--- config.mk ---
export PLATFORM = sky130hd
export DESIGN_NAME = conv_col_feeder_flat
export DESIGN_NICKNAME = d
export VERILOG_FILES = /design/src/rtl/conv_col_feeder_if.sv /design/src/rtl/conv_col_feeder.sv /design/src/flat_wrapper.sv
export SDC_FILE = /design/constraint.sdc
export NUM_CORES = 1
export LEC_CHECK = 0
export CORE_AREA = 2 2 169 171
export CTS_CLUSTER_SIZE = 14
export DETAILED_ROUTE_END_ITERATION = 10
export DIE_AREA = 0 0 171 173
export GPL_TIMING_DRIVEN = 0
export HOLD_SLACK_MARGIN = 0.06
export PLACE_DENSITY = 0.57
export SYNTH_ARGS = -nofsm -noshare
export SYNTH_HDL_FRONTEND = slang
export SYNTH_SLANG_ARGS = --single-unit
--- constraint.sdc ---
create_clock -name clk -period 3.4 [get_ports clk]
set_input_delay 0.68 -clock clk [delete_from_list [all_inputs] [get_ports clk]]
set_output_delay 0.68 -clock clk [all_outputs]
set_load 0.03 [all_outputs]
--- src/rtl/conv_col_feeder_if.sv ---
// ---------------------------------------------------------------------------
// conv_col_feeder_if
//   Handshake bundle for conv_col_feeder: the raster pixel input stream and
//   the column-vector output stream.
//   Signals:
//     in_valid / in_ready / in_pix        pixel stream (raster order)
//     col_valid / col_ready / col_data    column vector stream
//     col_x / col_eol / col_eof           column position and row/frame tags
//   Modports:
//     master  environment side (drives pixels, accepts columns)
//     slave   feeder side
// ---------------------------------------------------------------------------
interface conv_col_feeder_if #(
  parameter int K_H   = 3,
  parameter int IMG_W = 15,
  parameter int PIX_W = 8
);
  logic                       in_valid;
  logic                       in_ready;
  logic [PIX_W-1:0]           in_pix;
  logic                       col_valid;
  logic                       col_ready;
  logic [K_H*PIX_W-1:0]       col_data;
  logic [$clog2(IMG_W)-1:0]   col_x;
  logic                       col_eol;
  logic                       col_eof;

  modport master (
    output in_valid, in_pix, col_ready,
    input  in_ready, col_valid, col_data, col_x, col_eol, col_eof
  );

  modport slave (
    input  in_valid, in_pix, col_ready,
    output in_ready, col_valid, col_data, col_x, col_eol, col_eof
  );
endinterface

--- src/rtl/conv_col_feeder.sv ---
// ---------------------------------------------------------------------------
// conv_col_feeder
//   Upstream feeder for the 3x3 conv datapath. Accepts a raster-order stream
//   of unsigned pixels and emits one K_H-tall column per accepted pixel:
//   the current pixel plus the same-x pixels of the previous K_H-1 rows,
//   taken from K_H-1 line buffers of IMG_W pixels each.
//   Ports:
//     clk    rising-edge clock
//     rst    synchronous reset, active-high (wins over clear)
//     clear  synchronous frame flush: counters and output register to 0,
//            a pixel offered in the same cycle is dropped
//     bus    conv_col_feeder_if.slave (pixel in / column out handshakes)
//   col_data layout: lowest slice = row y-K_H+1 (top), highest = row y.
//   Build option:
//     CONV_FEED_PAD_EN  emit columns for rows 0..K_H-2 as well, with slices
//                       for rows above the image forced to zero.
//     (undefined)       only rows y >= K_H-1 produce columns.
// ---------------------------------------------------------------------------
module conv_col_feeder #(
  parameter int K_H   = 3,
  parameter int IMG_W = 15,
  parameter int IMG_H = 16,
  parameter int PIX_W = 8
) (
  input  logic               clk,
  input  logic               rst,
  input  logic               clear,
  conv_col_feeder_if.slave   bus
);

  localparam int XW = $clog2(IMG_W);
  localparam int YW = $clog2(IMG_H);
  localparam int CW = K_H * PIX_W;

  localparam logic [XW-1:0] X_LAST   = XW'(IMG_W - 1);
  localparam logic [YW-1:0] Y_LAST   = YW'(IMG_H - 1);
  localparam logic [YW-1:0] Y_STREAM = YW'(K_H - 1);

  logic [XW-1:0] x;
  logic [YW-1:0] y;

  logic          accept;
  logic          emit;
  logic          x_last;

  // rd_col = {in_pix, lb[K_H-2][x], ..., lb[0][x]}; each line buffer's new
  // value at x is the slice directly above it, so the buffers shift upward.
  logic [CW-1:0] rd_col;
  logic [CW-1:0] col_next;

  logic          col_valid_q;
  logic [CW-1:0] col_data_q;
  logic [XW-1:0] col_x_q;
  logic          col_eol_q;
  logic          col_eof_q;

  assign bus.in_ready  = !col_valid_q || bus.col_ready;
  assign bus.col_valid = col_valid_q;
  assign bus.col_data  = col_data_q;
  assign bus.col_x     = col_x_q;
  assign bus.col_eol   = col_eol_q;
  assign bus.col_eof   = col_eof_q;

  assign accept = bus.in_valid && bus.in_ready && !clear;
  assign x_last = (x == X_LAST);

`ifdef CONV_FEED_PAD_EN
  assign emit = 1'b1;
`else
  assign emit = (y >= Y_STREAM);
`endif

  assign rd_col[CW-1 -: PIX_W]   = bus.in_pix;
  assign col_next[CW-1 -: PIX_W] = bus.in_pix;

  for (genvar k = 0; k < K_H - 1; k++) begin : g_row
    logic [PIX_W-1:0] mem [IMG_W];

    assign rd_col[k*PIX_W +: PIX_W] = mem[x];

    always_ff @(posedge clk) begin
      if (accept) begin
        mem[x] <= rd_col[(k+1)*PIX_W +: PIX_W];
      end
    end

`ifdef CONV_FEED_PAD_EN
    // Slice k holds row y-(K_H-1-k); zero it while that row is above the frame.
    assign col_next[k*PIX_W +: PIX_W] =
      (y >= YW'(K_H - 1 - k)) ? mem[x] : '0;
`else
    assign col_next[k*PIX_W +: PIX_W] = mem[x];
`endif
  end

  always_ff @(posedge clk) begin
    if (rst || clear) begin
      x <= '0;
      y <= '0;
    end else if (accept) begin
      if (x_last) begin
        x <= '0;
        y <= (y == Y_LAST) ? '0 : y + 1'b1;
      end else begin
        x <= x + 1'b1;
      end
    end
  end

  always_ff @(posedge clk) begin
    if (rst || clear) begin
      col_valid_q <= 1'b0;
      col_data_q  <= '0;
      col_x_q     <= '0;
      col_eol_q   <= 1'b0;
      col_eof_q   <= 1'b0;
    end else if (accept && emit) begin
      col_valid_q <= 1'b1;
      col_data_q  <= col_next;
      col_x_q     <= x;
      col_eol_q   <= x_last;
      col_eof_q   <= x_last && (y == Y_LAST);
    end else if (bus.col_ready) begin
      col_valid_q <= 1'b0;
    end
  end

endmodule
--- src/flat_wrapper.sv ---
// flat-port wrapper written by rule: the top's interface ports become plain ports
module conv_col_feeder_flat 
#(
  parameter int K_H   = 3,
  parameter int IMG_W = 15,
  parameter int IMG_H = 16,
  parameter int PIX_W = 8
)
  (clk, rst, clear, bus_in_valid, bus_in_pix, bus_col_ready, bus_in_ready, bus_col_valid, bus_col_data, bus_col_x, bus_col_eol, bus_col_eof);
  conv_col_feeder_if #(.K_H(K_H), .IMG_W(IMG_W), .PIX_W(PIX_W)) bus_i ();
  input  logic clk;
  input  logic rst;
  input  logic clear;
  input wire logic [$bits(bus_i.in_valid)-1:0] bus_in_valid;
  input wire logic [$bits(bus_i.in_pix)-1:0] bus_in_pix;
  input wire logic [$bits(bus_i.col_ready)-1:0] bus_col_ready;
  output wire logic [$bits(bus_i.in_ready)-1:0] bus_in_ready;
  output wire logic [$bits(bus_i.col_valid)-1:0] bus_col_valid;
  output wire logic [$bits(bus_i.col_data)-1:0] bus_col_data;
  output wire logic [$bits(bus_i.col_x)-1:0] bus_col_x;
  output wire logic [$bits(bus_i.col_eol)-1:0] bus_col_eol;
  output wire logic [$bits(bus_i.col_eof)-1:0] bus_col_eof;
  assign bus_i.in_valid = bus_in_valid;
  assign bus_i.in_pix = bus_in_pix;
  assign bus_i.col_ready = bus_col_ready;
  assign bus_in_ready = bus_i.in_ready;
  assign bus_col_valid = bus_i.col_valid;
  assign bus_col_data = bus_i.col_data;
  assign bus_col_x = bus_i.col_x;
  assign bus_col_eol = bus_i.col_eol;
  assign bus_col_eof = bus_i.col_eof;
  conv_col_feeder #(.K_H(K_H), .IMG_W(IMG_W), .IMG_H(IMG_H), .PIX_W(PIX_W)) u_core (.clk(clk), .rst(rst), .clear(clear), .bus(bus_i));
endmodule
* Yosys cells after proc, flatten, opt, wreduce, memory -nomap -nowiden
Memory sizes are Yosys's and may differ from the RTL's. A register that Yosys moved wholly into a read port is not among the register bits. Cells that the tools add are included.
Word-level totals: register bits after elaboration 39, bits in writable memories 240, input bits 13, memories 2
Cells by class: $add $sub $neg 2, magnitude comparators 1, eq/ne operators 2, mux-type cells 8, reductions and logical operators 10
Memories:
- u_core.g_row[0].mem | depth 15, bits a word 8, rd ports 1, clocked after Yosys merged registers in 1, wr ports 1, line conv_col_feeder.sv:77 | logic [PIX_W-1:0] mem [IMG_W];
- u_core.g_row[1].mem | depth 15, bits a word 8, rd ports 1, clocked after Yosys merged registers in 1, wr ports 1, line conv_col_feeder.sv:77
Operator list (number):
- 4-bit 2-to-1 mux | 4
- 4-bit by 1-bit adder with 4-bit output, second input constant | 2
- 4-bit equality test, second input constant | 2
- 4-bit by 2-bit greater-or-equal comparator with 1-bit output, second input constant | 1
- 1-bit logical AND | 4
- 1-bit 2-to-1 mux | 4
- 1-bit logical NOT | 2
- 1-bit logical OR | 2
- 2-bit AND reduction | 1
- 2-bit nonzero test | 1

* Logic depth before layout (Yosys ltp)
Gate-level depths: netlist (run 1).
word-level depth 6, gate-level depth with buffers 8, depth with buffers taken out 6

* Worst setup path before layout (run 1)
Ideal clock, no wire load.
kind input -> register, start input port bus_col_ready, end memory u_core.g_row[0].mem[0][0], enable pin, data arrival time 3.101 ns, required time 2.964 ns, path slack -0.138 ns, stages 5, buffers on the path 1, cells stage by stage nor2b_1 inv_1 nand2_1 clkbuf_1 nor4b_1
On the way: cells in the longest elaborated chain, start to end 5
Ends and longest elaborated chain:
- start, declared | line flat_wrapper.sv:16 | input wire logic [$bits(bus_i.col_ready)-1:0] bus_col_ready;
- 1-bit logical OR | line conv_col_feeder.sv:57 | assign bus.in_ready = !col_valid_q || bus.col_ready;
- named net bus_in_ready | line flat_wrapper.sv:17 | output wire logic [$bits(bus_i.in_ready)-1:0] bus_in_ready;
- 1-bit logical AND (2 in a row) | line conv_col_feeder.sv:64 | assign accept = bus.in_valid && bus.in_ready && !clear;
- 1-bit 2-to-1 mux | line conv_col_feeder.sv:82 | if (accept) begin
- 1-bit 2-to-1 mux (implied by the code) | line conv_col_feeder.sv:83 | mem[x] <= rd_col[(k+1)*PIX_W +: PIX_W];
- end, declared | line conv_col_feeder.sv:77
The timed path passes the listed nets, and every way through them passes these cells.

==> results.cfg, run 1 <==
[cts]
ctsRootBufferMaster = clkbuf_16
register_clock_pin_slew_on_the_reported_worst_setup_and_hold_paths_ns = 0.06
postCtsResizedCells = 0
clk_latency_ns = 0.53
cts_tree = yes
cts_made_buffers = 27
number_of_buffers_inserted_for_hold_repair_after_clock_tree_synthesis = 0
cts_num_sinks = 283
htree_levels = 1
post-cts-setup-buffers = 0
ctsLongestPathBuffers = 3

[synthesis]
post_synth.cell_area_avg_um2 = 17.00
synth_seq_cells = 283
syn_area_mm2 = 0.01097
async_reset_ff_share_pct = 0
syn-num-nets = 660
post-synth-top-area-fraction_pct = 65.72
netlist-cell-type-count = 49
number_of_flops_mapped_to_enable_cells_by_yosys = 240
synth_seq_area_share_pct = 73.57
synth_area_leader_cell = edfxtp_1
synth.area.top_cells = edfxtp_1 (66%), dfxtp_1 (7.9%), mux4_2 (3.9%)
synth_commonest_cells = edfxtp_1 (240), dfxtp_1 (43), nand2_1 (39), mux2i_1 (34), a21oi_1 (31)
syn-instance-count = 645
dominantRegCellSynth = edfxtp_1
ys_warn_count = 0
synth.most_common_cell = edfxtp_1

[status]
outcome = complete, no violations

[global_route]
grt_antenna_before_repair = 0
globalRouteTotalUtil_pct = 17.58
first_global_vias = 6355
global_route_wire_length_before_repair_um = 38670
grt_overflow = 0
grt_start_max_net_pins = 24

[placed_design]
gp_congestion = 0.7937
buffer_ports.inserted = 44
post_place_setup_slack_ns = 0.01127
place_hpwl_um = 17880

[timing]
rsz0062_at_grt = no
maxSlewViolCount = 0
tns_ns = 0
final.setup_skew_ns = 0.02399
finalSetupViolCount = 0
timing.fmax_mhz = 318.1
max_slew_margin_pct = 10.14
timing.hold.ws_ns = 0.4660
setup_ws_ns = 0.2560
fin_crit_ns = 3.144
worstMarginPinSlew_ns = 1.339
timing.final.hold_violations = 0
layout_worst_path_cycle_share_pct = 92.47

[critical_path]
timing.critical_path.required_ns = 3.55
worst-r2r-setup-slack_ns = 0.26
critPathMaxStageDelay_ns = 1.02
critical_path.n_buffers_inverters = 2
cp.arrival_ns = 3.30
kind_of_cell_with_the_highest_combined_delay_on_the_critical_path = compound AO/OA/AOI/OAI gates
crit_path_max_fanout = 15
endpoint_kind = flip-flop
cp_cell_sequence = clkbuf_1 -> buf_1 -> or2_2 -> o22ai_1 -> a31oi_1 -> a21oi_1
worst_path_max_delay_cell = a21oi_1
critical_path.startpoint_type = flip-flop
critPathKind = reg -> reg

[route]
vias_per_cell = 5.461
routed_wl_um = 26090
routed_wire_length_per_instance_um = 22.90
total_drc_errors_in_the_routed_layout = 0
drt_first_pass_iters = 5
detail_route_antenna_nets = 0
initialDrtViolationCount = 482
route.vias.total = 6220

[layout]
antennaDiodeCount = 0
final_nets = 758
drive_gt1_share_pct = 19.19
syn2layout_area_growth_pct = 19.16

[floorplanning]
placeableCoreArea_mm2 = 0.02763
ioPinCount = 45
initial_utilization_pct = 39.69
placementRows = 61
die_y_um = 173
chipWidth_um = 171
floorplan.die_area_mm2 = 0.02958

[pwr]
overall_power_mw = 6.823
max-vdd-ir-drop_v = 0.0004610
p_per_area_mw_per_mm2 = 522.2
leakage_nw = 4.082

[min_path]
worstHoldPathType = reg -> reg

[job]
cap_violations = 0
## worst paths after layout
check | cells after the start | end | startpoint
setup / recovery | 6 | u_core.g_row[0].mem[2][3] | flip-flop
setup reg to reg | 6 | u_core.g_row[0].mem[2][3] | flip-flop
hold reg to reg | 2 | u_core.bus.col_data[23] | u_core.bus.col_data[23]
hold / removal | 2 | u_core.bus.col_data[23] | u_core.bus.col_data[23]
## sequential cells by signal (all words and copies together) (netlist names), named ones only
register,flops
u_core.bus.col_valid,1
u_core.g_row.mem,240
u_core.y,4
u_core.x,4
u_core.bus.col_x,4
u_core.bus.col_data,24
u_core.bus.col_eol,1
u_core.bus.col_eof,1
## final cells by class
cell class	count	area [µm²]
Buffer	39	212.7
Clock buffer	36	739.5
Clock inverter	11	98.84
Fill cell	2395	14560
Inverter	4	15.01
Multi-Input combinational cell	319	2748
Sequential cell	283	8068
Tap cell	378	473.0
Timing Repair Buffer	69	711.9
## per-layer routing
metal	vias to the layer above	GRT usage (%)	wire, µm
li1	2751	-	-
met1	3161	24.65	11320
met2	250	28.36	12260
met3	58	1.968	1624
met4	0	6.462	880
met5	-	0	0
## layout by cell type (no fill, tap or decap), types with 6 or more instances in the layout
| cell | synthesis | layout |
|---|---|---|
| edfxtp_1 | 240 | 240 |
| clkdlybuf4s50_1 | 0 | 44 |
| dfxtp_1 | 43 | 43 |
| nand2_1 | 39 | 39 |
| mux2i_1 | 34 | 34 |
| a21oi_1 | 31 | 31 |
| o21ai_0 | 28 | 28 |
| clkbuf_16 | 0 | 27 |
| clkbuf_1 | 17 | 23 |
| mux4_2 | 19 | 19 |
| o22ai_1 | 16 | 16 |
| buf_4 | 2 | 14 |
| mux2_2 | 14 | 14 |
| mux4_1 | 13 | 13 |
| nand2b_1 | 12 | 12 |
| nor2_1 | 17 | 12 |
| a22oi_1 | 12 | 12 |
| buf_6 | 4 | 11 |
| buf_2 | 10 | 10 |
| nor2b_1 | 9 | 9 |
| a211oi_1 | 9 | 9 |
| nand3_1 | 6 | 6 |
## through the flow
| stage | utilization (%) | cells | area [µm²] |
|---|---|---|---|
| CTS | 47.28 | 1139 | 13060 |
| finish | 47.29 | 1139 | 13070 |
| detailed placement | 44.24 | 1092 | 12220 |
| global route | 47.29 | 1139 | 13070 |
| floorplan | - | 645 | 10970 |
| global placement | 43.02 | 1067 | 11890 |
## where the power goes
part	total, mW	internal, mW	switching (mW)
clock	2.86	1.66	1.20
sequential	3.78	3.78	0.00291
combinational	0.180	0.0643	0.116
total	6.82	5.50	1.32
## worst reg2reg max path, cell delays in order (launching register included)
cell,delay [ns]
dfxtp_1,0.30
clkbuf_1,0.26
buf_1,0.40
or2_2,0.45
o22ai_1,0.22
a31oi_1,0.12
a21oi_1,1.02
## logic make-up after synthesis
family                     Yosys count  share of synthesized area [%]
muxes                               80                          11.56
DFF                                283                          73.57
adders and majority gates            2                         0.2282
and+or+nand+nor                    113                          5.272
AOI/OAI and AO/OA                  123                          7.211
buffers and inverters               43                          2.077
xor gates and xnor gates             1                        0.07989
Power figures use the tool's default switching activity.
==> run 2, diff against run 1 <==
- MAX_ROUTING_LAYER: default -> met4
==> run 2 against run 1 <==
Compared with the run above: sequential cell count stayed put; non-clock buffer count stayed put; sequential power hardly changed; core utilization stayed put; combinational power hardly changed; total power hardly changed; worst hold slack better by 0.0012 ns; global-route usage is 0.53 points higher; sequential share of layout area stayed put; clock skew is 0.0042 ns lower; die area stayed put; critical path depth stayed put.
==> results.cfg, run 2 (synthesis results as in run 1) <==
[status]
outcome = complete, no violations

[timing]
fin_crit_ns = 3.105
maxSlewViolCount = 0
worstMarginPinSlew_ns = 1.388
timing.final.hold_violations = 0
rsz0062_at_grt = no
finalSetupViolCount = 0
max_slew_margin_pct = 6.865
timing.fmax_mhz = 322.1
final.setup_skew_ns = 0.01980
layout_worst_path_cycle_share_pct = 91.32

[critical_path]
worst-r2r-setup-slack_ns = 0.29
critical_path.startpoint_type = flip-flop
timing.critical_path.required_ns = 3.56
worst_path_max_delay_cell = a21oi_1
critPathKind = reg -> reg
timing.reg2reg.worst_path_depth = 6
crit_path_max_fanout = 15
cp_cell_sequence = clkbuf_1 -> buf_1 -> or2_2 -> o22ai_1 -> a31oi_1 -> a21oi_1
critPathMaxStageDelay_ns = 0.99
critPathCapture = u_core.g_row[0].mem[2][3]
endpoint_kind = flip-flop
worst_r2r_endpoint = u_core.g_row[0].mem[2][3]
cp.arrival_ns = 3.27

[layout]
layout_common_cells = edfxtp_1 (240), clkdlybuf4s50_1 (44), dfxtp_1 (43)
drive_gt1_share_pct = 19.19
final_nets = 758
layout.cells.most_common = edfxtp_1
antennaDiodeCount = 0
final_instance_area_mm2 = 0.01307
largest_register_ffs = 240
top_register = u_core.g_row.mem
syn2layout_area_growth_pct = 19.16

[global_route]
globalRouteTotalUtil_pct = 18.11
grt_overflow = 0
global_route_wire_length_before_repair_um = 38670
first_global_vias = 6348
grt_antenna_before_repair = 0
grt_start_max_net_pins = 24

[floorplanning]
ioPinCount = 45
placeableCoreArea_mm2 = 0.02763
die_y_um = 173
placementRows = 61
chipWidth_um = 171
initial_utilization_pct = 39.69
floorplan.die_area_mm2 = 0.02958

[route]
detail_route_antenna_nets = 0
routed_wl_um = 26020
initialDrtViolationCount = 478
vias_per_cell = 5.430
drt_first_pass_iters = 5
total_drc_errors_in_the_routed_layout = 0
routed_wire_length_per_instance_um = 22.84
route.vias.total = 6185

[pwr]
overall_power_mw = 6.827
max-vdd-ir-drop_v = 0.0004617
leakage_nw = 4.082
p_per_area_mw_per_mm2 = 522.5

[cts]
htree_levels = 1
clk_latency_ns = 0.53
postCtsResizedCells = 0
register_clock_pin_slew_on_the_reported_worst_setup_and_hold_paths_ns = 0.06
post-cts-setup-buffers = 0
number_of_buffers_inserted_for_hold_repair_after_clock_tree_synthesis = 0
ctsRootBufferMaster = clkbuf_16
cts_made_buffers = 27
cts_tree = yes
ctsLongestPathBuffers = 3
cts_num_sinks = 283

[placed_design]
gp_congestion = 0.8050
place_hpwl_um = 17880
detailed_place.area_mm2 = 0.01222
buffer_ports.inserted = 44

[job]
cap_violations = 0

[min_path]
worstHoldPathType = reg -> reg
[run 2: through the flow]
| stage | TNS [ns] | cells | setup slack, ns | util, % | hold WS (ns) |
|---|---|---|---|---|---|
| 6_report | 0 | 1139 | 0.2950 | 47.29 | 0.4672 |
| 5_1_grt | 0 | 1139 | 0.1081 | 47.29 | 0.4849 |
| 4_1_cts | 0 | 1139 | 0.2837 | 47.28 | 0.4687 |
| 3_5_place_dp | 0 | 1092 | 0.01127 | 44.24 | 0.4543 |
| 3_3_place_gp | -320.37 | 1067 | -3.115 | 43.02 | 0.4480 |
| 2_1_floorplan | -0.5875 | 645 | -0.007428 | - | 0.4740 |
[run 2: worst min-delay path by stage]
stage / slack (ns) / start / end / cells after the start
finish: 0.47 / u_core.bus.col_eof / u_core.bus.col_eof / 2
CTS: 0.47 / u_core.bus.col_data[23] / u_core.bus.col_data[23] / 2
global placement: 0.45 / u_core.bus.col_eof / u_core.bus.col_eof / 2
floorplan: 0.47 / u_core.y[0] / u_core.y[0] / 2
detailed placement: 0.45 / u_core.bus.col_data[23] / u_core.bus.col_data[23] / 2
global route: 0.48 / u_core.bus.col_data[22] / u_core.bus.col_data[22] / 2
[run 2: worst max-delay path: cells and delay by family (launching register included)]
family / cells / cell delay, ns
AND/OR/NAND/NOR: 1 / 0.45
AO/OA/AOI/OAI: 3 / 1.33
buffers and inverters: 2 / 0.67
flip-flops: 1 / 0.30
[run 2: layout make-up]
type / instances / area [µm²]
buffer: 39 / 212.7
clock buffer: 36 / 739.5
clock inverter: 11 / 98.84
fill: 2395 / 14560
inverter: 4 / 15.01
multi-input combinational: 319 / 2748
sequential: 283 / 8068
tap: 378 / 473.0
timing repair buffer: 69 / 711.9
[run 2: per-layer routing]
| layer | wire (µm) | track usage, % |
|---|---|---|
| met1 | 11500 | 24.67 |
| met2 | 12190 | 28.33 |
| met3 | 1421 | 1.808 |
| met4 | 905 | 6.744 |
| met5 | 0 | - |
[run 2: report_power, final]
group,internal (mW),switching (mW)
clock network,1.66,1.20
logic,0.0642,0.115
registers,3.78,0.00290
==> run 3, diff against run 2 <==
- PLACE_DENSITY: 0.57 -> default
- clock period: 3.4 -> 3.7 ns (I/O delays scaled with it)
==> run 3 against run 2 <==
Compared with the run above: non-clock buffer count down 2; clock skew up 0.0046 ns; first-iteration DRC count rose by 20%; routed wire length shrank 4.1%; clock power shrank 7%; largest cell class unchanged; die area stayed put; critical path depth unchanged; highest routed layer unchanged; sequential power down 8.2%; core utilization down 0.077 points; cell count is 0.18% higher.
==> results.cfg, run 3 (synthesis results as in run 1) <==
[status]
outcome = complete, no violations

[route]
total_drc_errors_in_the_routed_layout = 0
initialDrtViolationCount = 573
route.vias.total = 6134
routed_wl_um = 24960
vias_per_cell = 5.376
detail_route_antenna_nets = 0
drt_first_pass_iters = 5
routed_wire_length_per_instance_um = 21.88

[pwr]
swShare_pct = 19.60
power_frac_comb_pct = 2.6
internal-power_mw = 5.080
total_switching_power_mw = 1.238
max-vdd-ir-drop_v = 0.0003621
p_per_area_mw_per_mm2 = 484.4
overall_power_mw = 6.318
pwr-share-seq_pct = 55.0
power.share.clock_pct = 42.4
leakage_nw = 4.073

[placed_design]
gp_congestion = 0.8210
buffer_ports.inserted = 44
post_place_setup_slack_ns = 0.2322
place_hpwl_um = 17150

[critical_path]
worst_r2r_endpoint = u_core.g_row[0].mem[14][4]
cp.arrival_ns = 3.14
critical_path.startpoint_type = flip-flop
worst_path_max_delay_cell = a21oi_1
critPathKind = reg -> reg
kind_of_cell_with_the_highest_combined_delay_on_the_critical_path = compound AO/OA/AOI/OAI gates
timing.reg2reg.worst_path_depth = 6
critical_path.n_buffers_inverters = 2
cp_cell_sequence = clkbuf_1 -> buf_1 -> or2_2 -> o22ai_1 -> a31oi_1 -> a21oi_1
timing.critical_path.required_ns = 3.85
critPathMaxStageDelay_ns = 0.98
worst-r2r-setup-slack_ns = 0.72
endpoint_kind = flip-flop
crit_path_max_fanout = 15
critPathCapture = u_core.g_row[0].mem[14][4]
cp_num_cells = 6

[floorplanning]
chipWidth_um = 171
die_y_um = 173
placeableCoreArea_mm2 = 0.02763
initial_utilization_pct = 39.69
floorplan.die_area_mm2 = 0.02958
placementRows = 61
ioPinCount = 45

[global_route]
first_global_vias = 6116
grt_antenna_before_repair = 0
grt_overflow = 0
globalRouteTotalUtil_pct = 17.40
global_route_wire_length_before_repair_um = 37430
grt_start_max_net_pins = 24

[layout]
post-route-util_pct = 47.21
largest_register_ffs = 240
top_register = u_core.g_row.mem
layout.cells.most_common = edfxtp_1
drive_gt1_share_pct = 19.27
antennaDiodeCount = 0
final_nets = 757
syn2layout_area_growth_pct = 18.96
layout_common_cells = edfxtp_1 (240), clkdlybuf4s50_1 (44), dfxtp_1 (43)

[job]
cap_violations = 0

[timing]
final.setup_skew_ns = 0.02443
timing.fmax_mhz = 335.0
layout_worst_path_cycle_share_pct = 80.67
maxSlewViolCount = 0
max_slew_margin_pct = 6.992
timing.final.hold_violations = 0
rsz0062_at_grt = no
timing.hold.ws_ns = 0.4625
worstMarginPinSlew_ns = 1.386
setup_ws_ns = 0.7153
fin_crit_ns = 2.985
finalSetupViolCount = 0
tns_ns = 0

[cts]
htree_levels = 1
number_of_buffers_inserted_for_hold_repair_after_clock_tree_synthesis = 0
cts_tree = yes
post-cts-setup-buffers = 0
postCtsResizedCells = 0
ctsRootBufferMaster = clkbuf_16
register_clock_pin_slew_on_the_reported_worst_setup_and_hold_paths_ns = 0.06
cts_made_buffers = 28
cts_num_sinks = 283
clk_latency_ns = 0.54
ctsLongestPathBuffers = 3

[min_path]
worstHoldPathType = reg -> reg
==> run 3: worst min path at each step <==
stage / start / endpoint / cells after the start
floorplan: u_core.y[0] / u_core.y[0] / 2
global placement: u_core.bus.col_data[16] / u_core.bus.col_data[16] / 2
detailed placement: u_core.bus.col_eof / u_core.bus.col_eof / 2
CTS: u_core.bus.col_data[16] / u_core.bus.col_data[16] / 2
global route: u_core.bus.col_data[17] / u_core.bus.col_data[17] / 2
finish: u_core.bus.col_data[16] / u_core.bus.col_data[16] / 2
==> run 3: final cells by class <==
class | count | area [µm²]
Fill cell | 2368 | 14580
Sequential cell | 283 | 8068
Multi-Input combinational cell | 319 | 2735
Clock buffer | 35 | 737.0
Timing Repair Buffer | 67 | 665.6
Tap cell | 378 | 473.0
Buffer | 39 | 212.7
Clock inverter | 16 | 138.9
Inverter | 4 | 15.01
==> run 3: routing by layer <==
metal	wire, µm	track usage (%)	up-vias	share of wire (%)
met5	0	-	-	0
met4	660	5.897	0	2.6
met3	1144	2.129	43	4.6
met2	12320	28.13	195	49
met1	10840	22.86	3138	43
li1	-	-	2758	-
==> run 3: through the flow <==
| stage | instance area (µm²) | instances |
|---|---|---|
| floorplan | 10970 | 645 |
| global placement | 11880 | 1067 |
| detailed placement | 12170 | 1090 |
| CTS | 13050 | 1141 |
| global route | 13050 | 1141 |
| finish | 13050 | 1141 |
==> run 3: worst register-to-register path, delay by kind of cell, from the launching register on <==
family | cells | cell delay, ns
AOI/OAI and AO/OA | 3 | 1.28
buffers and inverters | 2 | 0.60
and+or+nand+nor | 1 | 0.41
DFF | 1 | 0.29
==> run 3: power by group through the flow <==
| stage | Sequential, mW | Combinational [mW] | Clock [mW] |
|---|---|---|---|
| global route | 3.47 | 0.177 | 2.86 |
| global placement | 3.54 | 0.154 | 0 |
| floorplan | 3.54 | 0.0874 | 0 |
| finish | 3.47 | 0.164 | 2.68 |
| detailed placement | 3.54 | 0.165 | 0 |
| CTS | 3.47 | 0.166 | 2.72 |
